--- config.mk ---
export PLATFORM = sky130hd
export DESIGN_NAME = seq_det_prog
export DESIGN_NICKNAME = d
export VERILOG_FILES = /design/src/rtl/seq_det_prog.sv
export SDC_FILE = /design/constraint.sdc
export NUM_CORES = 1
export LEC_CHECK = 0
export ABC_AREA = 1
export CORE_MARGIN = 3
export CORE_UTILIZATION = 43
export DETAILED_ROUTE_END_ITERATION = 10
export MAX_ROUTING_LAYER = met4
export PLACE_DENSITY = 0.72
export SLEW_MARGIN = 40
export SYNTH_ARGS = -nofsm -noshare
export SYNTH_HDL_FRONTEND = slang
export SYNTH_SLANG_ARGS = --single-unit
--- constraint.sdc ---
create_clock -name clk -period 3.3 [get_ports clk]
set_clock_uncertainty 0.2 [all_clocks]
set_input_delay 0.33 -clock clk [delete_from_list [all_inputs] [get_ports clk]]
set_output_delay 0.33 -clock clk [all_outputs]
set_load 0.005 [all_outputs]
--- src/rtl/seq_det_prog.sv ---
// Programmable serial pattern detector: runtime-loadable pattern, valid-qualified
// input, overlapping or non-overlapping detection and a saturating match counter.
module seq_det_prog #(
    parameter int                 PAT_LEN     = 4,
    parameter logic [PAT_LEN-1:0] DEFAULT_PAT = PAT_LEN'(4'b1001),
    parameter int                 CNT_W       = 8
) (
    input  logic               clk,
    input  logic               rst,
    input  logic               seqIn,
    input  logic               seqValid,
    input  logic               overlap,
    input  logic               patLoad,
    input  logic [PAT_LEN-1:0] patIn,
    input  logic               cntClr,
    output logic               detOut,
    output logic [CNT_W-1:0]   matchCnt
);

    localparam int FILL_W = $clog2(PAT_LEN + 1);
    localparam logic [FILL_W-1:0] FILL_FULL = FILL_W'(PAT_LEN);

    logic [PAT_LEN-1:0] pattern;
    logic [PAT_LEN-1:0] history;
    logic [FILL_W-1:0]  fill;

    logic               accept;
    logic [PAT_LEN-1:0] hist_next;
    logic [FILL_W-1:0]  fill_next;
    logic               match;

    // A load always wins, so a bit arriving in the load cycle is never accepted.
    always_comb begin
        accept    = seqValid && !patLoad;
        hist_next = {history[PAT_LEN-2:0], seqIn};
        fill_next = (fill == FILL_FULL) ? fill : fill + FILL_W'(1);
        match     = accept && (fill_next == FILL_FULL) && (hist_next == pattern);
    end

    always_ff @(posedge clk or negedge rst) begin
        if (!rst) begin
            pattern <= DEFAULT_PAT;
            history <= '0;
            fill    <= '0;
        end else if (patLoad) begin
            pattern <= patIn;
            history <= '0;
            fill    <= '0;
        end else if (accept) begin
            history <= hist_next;
            // Non-overlapping mode demands a full set of fresh bits after each hit.
            fill    <= (match && !overlap) ? '0 : fill_next;
        end
    end

    always_ff @(posedge clk or negedge rst) begin
        if (!rst) begin
            detOut <= 1'b0;
        end else begin
            detOut <= match;
        end
    end

    always_ff @(posedge clk or negedge rst) begin
        if (!rst) begin
            matchCnt <= '0;
        end else if (cntClr) begin
            matchCnt <= '0;
        end else if (match && (matchCnt != {CNT_W{1'b1}})) begin
            matchCnt <= matchCnt + CNT_W'(1);
        end
    end

endmodule

==> results of run 1 <==
==> cell usage after synthesis <==
master	number
buf_2	1
buf_6	1
dfrtp_1	17
dfstp_2	2
ha_1	3
inv_1	33
inv_2	2
nand2_1	50
nand2_2	2
nand3_1	13
nand3_2	2
nand3_4	2
nand4_1	10
nor2_1	10
nor2_2	3
nor2_4	1
nor2_8	1
nor3_4	1
o21ai_0	3
o21ai_1	1
o22ai_1	5
xnor2_1	2
xor2_1	2
==> metrics by stage <==
step | hold slack (ps) | cell area, µm²
after global placement | 284 | 1450
final | 291 | 1480
after global routing | 338 | 1480
after CTS | 313 | 1470
after floorplan | -166 | 1240
after detailed placement | 296 | 1450
==> registers in the layout, indices dropped and copies added (netlist names) <==
register  count
detOut        1
fill          3
pattern       4
history       3
matchCnt      8
==> logic make-up after synthesis <==
family / count (synthesis) / synth area share
AO/OA/AOI/OAI: 9 / 0.0415
XOR/XNOR: 4 / 0.0283
adder cells (fa/ha/maj): 3 / 0.0304
buffers and inverters: 37 / 0.119
flip-flops: 19 / 0.387
AND/OR/NAND/NOR: 95 / 0.394
==> cells in the final DEF (no fill, tap or decap), types with 2 or more instances in the layout <==
| cell | synthesis | layout |
|---|---|---|
| nand2_2 | 2 | 2 |
| nand3_2 | 2 | 2 |
| dfrtp_1 | 17 | 17 |
| nand2_1 | 50 | 50 |
| nand4_1 | 10 | 10 |
| xnor2_1 | 2 | 2 |
| xor2_1 | 2 | 2 |
| nand3_4 | 2 | 2 |
| o22ai_1 | 5 | 5 |
| ha_1 | 3 | 3 |
| nand3_1 | 13 | 13 |
| inv_1 | 33 | 33 |
| clkdlybuf4s50_1 | 0 | 18 |
| dfstp_2 | 2 | 2 |
| nor2_1 | 10 | 10 |
| o21ai_0 | 3 | 3 |
| clkbuf_4 | 0 | 3 |
| nor2_2 | 3 | 3 |
| inv_2 | 2 | 2 |
==> power breakdown <==
| group | internal, W | switching (W) | total (W) |
|---|---|---|---|
| Combinational | 0.0000273 | 0.0000428 | 0.0000701 |
| Sequential | 0.000242 | 0.00000569 | 0.000248 |
| Clock | 0.0000470 | 0.0000670 | 0.000114 |
==> cell type report <==
| type | instances | area (µm²) |
|---|---|---|
| inverters | 35 | 131 |
| repair buffers | 20 | 195 |
| fillers | 239 | 1130 |
| flip-flops and latches | 19 | 478 |
| multi-input cells | 111 | 611 |
| clock buffers | 4 | 26.3 |
| well taps | 30 | 37.5 |
==> per-layer routing <==
layer / global-route usage / wire, µm / vias up / part of all wire
met5: - / 0 / - / 0
met1: 0.217 / 1220 / 507 / 0.47
met4: 0.0380 / 21 / 0 / 0.0082
met3: 0.0392 / 124 / 2 / 0.048
met2: 0.273 / 1210 / 21 / 0.47
li1: - / - / 572 / -
==> path summary, 6_finish.rpt <==
path	endpoint	cells past startpoint	slack [ps]
setup / recovery	matchCnt[0]	1	1460
hold / removal	fill[1]	2	290
setup reg to reg	matchCnt[6]	10	1490
hold reg to reg	pattern[0]	2	310
max in group asynchronous	pattern[0]	2	2270
min in group clk	pattern[0]	2	310
==> what timing repair did <==
| action | in CTS | in global routing |
|---|---|---|
| hold endpoints to repair | 0 | 17 |
| hold buffers | 0 | 1 |
| gates resized for setup | 0 | 0 |
==> impl_metrics.csv, run 1 <==
group,metric,value,unit
layout,nNetsFinal,204,
floorplanning,ioPinCount,20,
yosys,synthTopCellsByArea,"dfrtp_1 (34%), nand2_1 (15%), inv_1 (10%)",
worst_setup_path,worst-path-buf-inv,1,
yosys,synthCells,167,
yosys,ys_seq_elements,19,
placed_design,place_ws,1220,ps
global_routing,grt_antenna_before_repair,0,
clock_tree,path_clk_slew,100,ps
floorplanning,core,2610,µm²
yosys,synth.net_count,181,
power,leakage,0.800,nW
yosys,yosys_warnings,0,
clock_tree,cts.path.max_buffers,2,
yosys,avgSynthCellArea,7.40,µm²
global_routing,gr-usage-all-layers,0.170,
sta,hold_viol,0,
clock_tree,cts_buffers,3,
worst_setup_path,crit_fanout,6,
worst_setup_path,path_class,"reg -> out",
sta,finalCritPeriodShare,0.557,
sta,rsz0062_at_grt,"false",
clock_tree,post-cts-setup-buffers,0,
sta,fin_tns_setup,0,ps
sta,tightest_slew,457,ps
power,power_density,292,nW/µm²
clock_tree,clock-sinks,19,
run_status,status,"finished clean",
power,total_power,0.000432,W
placed_design,gp_congestion,0.806,
sta,relSlewSlack,0.695,
route,vias,1102,
worst_setup_path,crit_required,2770,ps
route,ant_nets,0,
global_routing,grt_max_degree,20,
flow_run,maxCapViolCount,0,
worst_setup_path,crit_path_end_kind,"primary output",
yosys,synthDistinctLibCells,23,
layout,n_antenna_cell,0,
worst_setup_path,critical_path.top_delay_family,"buffers and inverters",
worst_setup_path,slowest_stage,"clkdlybuf4s50_1",
layout,synthToLayoutAreaGrowth,19.6,%
sta,slew_viol_final,0,
min_path,min_path_type,"in -> async",
global_routing,grt_pass1_wl,4.45,mm
clock_tree,cts_tree,"built",
clock_tree,clock_latency,290,ps
yosys,synth_top_area_cell,"dfrtp_1",
global_routing,grt_pass1_vias,1034,
worst_setup_path,path_cells,"clkdlybuf4s50_1",
floorplanning,core.rowCount,18,
sta,min_period,1840,ps
placed_design,hpwl,1.96,mm
clock_tree,cts_root_buffer,"clkbuf_4",
sta,clock.fmax,544,MHz
power,peakVddDrop,0.226,mV
yosys,synth_top_area_share,0.344,
worst_setup_path,arrival,1310,ps
route,first_pass_iters,5,
worst_setup_path,crit_start,"matchCnt[0]",
route,drt_iter0_drc,40,
route,vias_per_cell,5.03,
global_routing,grt-ovfl-total,0,
yosys,synth_seq_area_share,0.387,
placed_design,numPortBuffers,19,
sta,fin_ws,1460,ps
layout,drive_above_1_share,0.106,
yosys,syn_area,1240,µm²
floorplanning,die_w,59.6,µm
layout,final_util,0.566,
floorplanning,die_area,3550,µm²
sta,setup_viol,0,
route,drc,0,
floorplanning,initial_core_util,0.473,
placed_design,place_inst,214,
layout,instances_no_fill,219,
worst_setup_path,cp-start-kind,"flop",
route,wl,2.57,mm
worst_setup_path,rr_startpoint,"fill[0]",
worst_setup_path,slowest_delay,550,ps
clock_tree,htree_levels,1,
floorplanning,die_y,59.6,µm
route,drt-wirelength-per-cell,11.8,µm
No activity file was read; power rests on OpenSTA's default activity.
==> run 2: changes to the inputs <==
==> constraint.sdc (replaced) <==
create_clock -name clk -period 1.9 [get_ports clk]
set_clock_uncertainty 0.2 [all_clocks]
set_input_delay 0.19 -clock clk [delete_from_list [all_inputs] [get_ports clk]]
set_output_delay 0.19 -clock clk [all_outputs]
set_load 0.005 [all_outputs]
==> run 2 against run 1 <==
Net effect: flip-flop and latch count unchanged; register-to-register slack worse by 1400 ps; clock power up 81%; critical path depth up 9; die area unchanged; worst hold slack worse by 84 ps; critical path type is now reg -> reg; critical endpoint is now matchCnt[3]; largest cell class unchanged.
==> impl_metrics.csv, run 2 (synthesis results as in run 1) <==
group,metric,value,unit
route,vias,1108,
global_routing,gr-usage-met1,0.204,
worst_setup_path,path_cells,"inv_2 -> ha_2 -> inv_1 -> nand2_1 -> nand2_2 -> nand3_2 -> nor2_4 -> nand3_4 -> nand3_1 -> nand2_1",
global_routing,grt_max_degree,20,
worst_setup_path,crit_path_end_kind,"flop",
power,swShare,0.276,
sta,relSlewSlack,0.709,
floorplanning,initial_core_util,0.473,
placed_design,numPortBuffers,19,
power,pwr-share-seq,0.564,
global_routing,use_met2,0.261,
floorplanning,core.rowCount,18,
sta,hold_viol,0,
clock_tree,clock-sinks,19,
placed_design,placed_cell_area,1470,µm²
layout,layout_commonest_cell,"nand2_1",
layout,mostFrequentLayoutCells,"nand2_1 (49), inv_1 (31), clkdlybuf4s50_1 (19), dfrtp_1 (17), nand3_1 (13)",
min_path,hp-start,"patIn[0]",
power,clkPwrFrac,0.269,
power,leakage,0.816,nW
route,vias_per_cell,4.99,
worst_setup_path,slowest_delay,420,ps
min_path,worst_hold_path.num_cells,3,
route,drt-wirelength-per-cell,11.3,µm
worst_setup_path,crit_required,1900,ps
worst_setup_path,critical_path.top_delay_family,"simple AND/OR/NAND/NOR gates",
sta,clock.fmax,561,MHz
worst_setup_path,cp-start-kind,"flop",
global_routing,grt-ovfl-total,0,
floorplanning,die_w,59.6,µm
global_routing,grt_pass1_vias,1037,
worst_setup_path,cp_common_cell,"nand2_1",
layout,synthToLayoutAreaGrowth,22.7,%
sta,min_period,1780,ps
clock_tree,path_clk_slew,110,ps
layout,drive_above_1_share,0.146,
clock_tree,cts_tree,"built",
route,wl,2.50,mm
clock_tree,post-cts-setup-buffers,0,
clock_tree,clock_latency,300,ps
placed_design,place_ws,62.3,ps
clock_tree,cts_buffers,3,
power,peakVddDrop,0.463,mV
worst_setup_path,reg2reg_to,"matchCnt[3]",
placed_design,hpwl,1.99,mm
worst_setup_path,r2r_slack,120,ps
run_status,status,"finished clean",
floorplanning,die_y,59.6,µm
route,first_pass_iters,4,
global_routing,grt_antenna_before_repair,0,
worst_setup_path,slowest_stage,"dfrtp_1",
layout,largest_reg_flops,8,
clock_tree,htree_levels,1,
sta,fin_tns_setup,0,ps
placed_design,gp_congestion,0.817,
route,drt_iter0_drc,57,
sta,fin_ws,118,ps
layout,top_register,"matchCnt",
route,drc,0,
layout,n_antenna_cell,0,
clock_tree,cts_root_buffer,"clkbuf_4",
min_path,min_path_type,"in -> reg",
layout,nNetsFinal,207,
floorplanning,ioPinCount,20,
min_path,holdPathEnd,"pattern[0]",
flow_run,maxCapViolCount,0,
worst_setup_path,worst-path-buf-inv,2,
global_routing,busiest_layer,"met2",
worst_setup_path,rr_startpoint,"fill[0]",
worst_setup_path,crit_fanout,8,
layout,stdcell_area,1520,µm²
power,total_power,0.000765,W
layout,reg.largest.list,"matchCnt: 8 flops, pattern: 4 flops",
worst_setup_path,r2r_cells,10,
clock_tree,cts.path.max_buffers,2,
sta,finalCritPeriodShare,0.938,
sta,slew_viol_final,0,
global_routing,gr-usage-all-layers,0.165,
power,power_density,505,nW/µm²
power,power.switching,0.000211,W
worst_setup_path,path_class,"reg -> reg",
floorplanning,die_area,3550,µm²
floorplanning,core,2610,µm²
route,ant_nets,0,
sta,tightest_slew,436,ps
worst_setup_path,arrival,1780,ps
global_routing,grt_pass1_wl,4.33,mm
global_routing,grt_util_met3,0.0436,
power,combPwrFrac,0.168,
sta,setup_viol,0,
sta,rsz0062_at_grt,"false",
power,intPower,0.000554,W
-- run 2: repair_timing --
action                                  4_1_cts  5_1_grt
hold buffers                                  1        0
gates resized for setup                       0        5
hold endpoints to repair                     17        0
endpoints found under the setup margin        0        5
-- run 2: routing by layer --
layer	vias to the layer above	share of wire
li1	575	-
met1	496	0.46
met2	27	0.47
met3	10	0.053
met4	0	0.022
met5	-	0
-- run 2: per-stage QoR --
step                       util  std cells  hold slack (ps)
after floorplan               -        167             -306
after global placement    0.563        217              284
after detailed placement  0.563        217              291
after CTS                 0.577        222              203
after global routing      0.580        222              209
final                     0.580        222              208
-- run 2: tightest hold or removal path, cell delays in order --
cell             delay (ps)
clkdlybuf4s50_1         390
nand2_1                  60
o21ai_0                  70
-- run 2: how the worst max path moves through the flow --
stage | startpoint | endpoint | depth (start not counted)
after floorplan | fill[0] | matchCnt[3] | 10
after global placement | seqValid | matchCnt[7] | 9
after detailed placement | patLoad | matchCnt[7] | 8
after CTS | fill[0] | matchCnt[3] | 10
after global routing | fill[0] | matchCnt[3] | 10
final | fill[0] | matchCnt[3] | 10
-- run 2: area by class of cell --
type / count / area [µm²]
Fill cell: 235 / 1100
Multi-Input combinational cell: 111 / 619
Sequential cell: 19 / 478
Timing Repair Buffer: 23 / 223
Inverter: 35 / 131
Tap cell: 30 / 37.5
Clock buffer: 3 / 22.5
Clock inverter: 1 / 5.00
-- run 2: power groups by stage --
stage / Sequential [W] / Clock [W] / Combinational (W)
floorplan: 0.000437 / 0 / 0.0000786
global placement: 0.000437 / 0 / 0.000121
detailed placement: 0.000438 / 0 / 0.000125
CTS: 0.000431 / 0.000219 / 0.000127
global route: 0.000434 / 0.000232 / 0.000146
finish: 0.000431 / 0.000206 / 0.000128
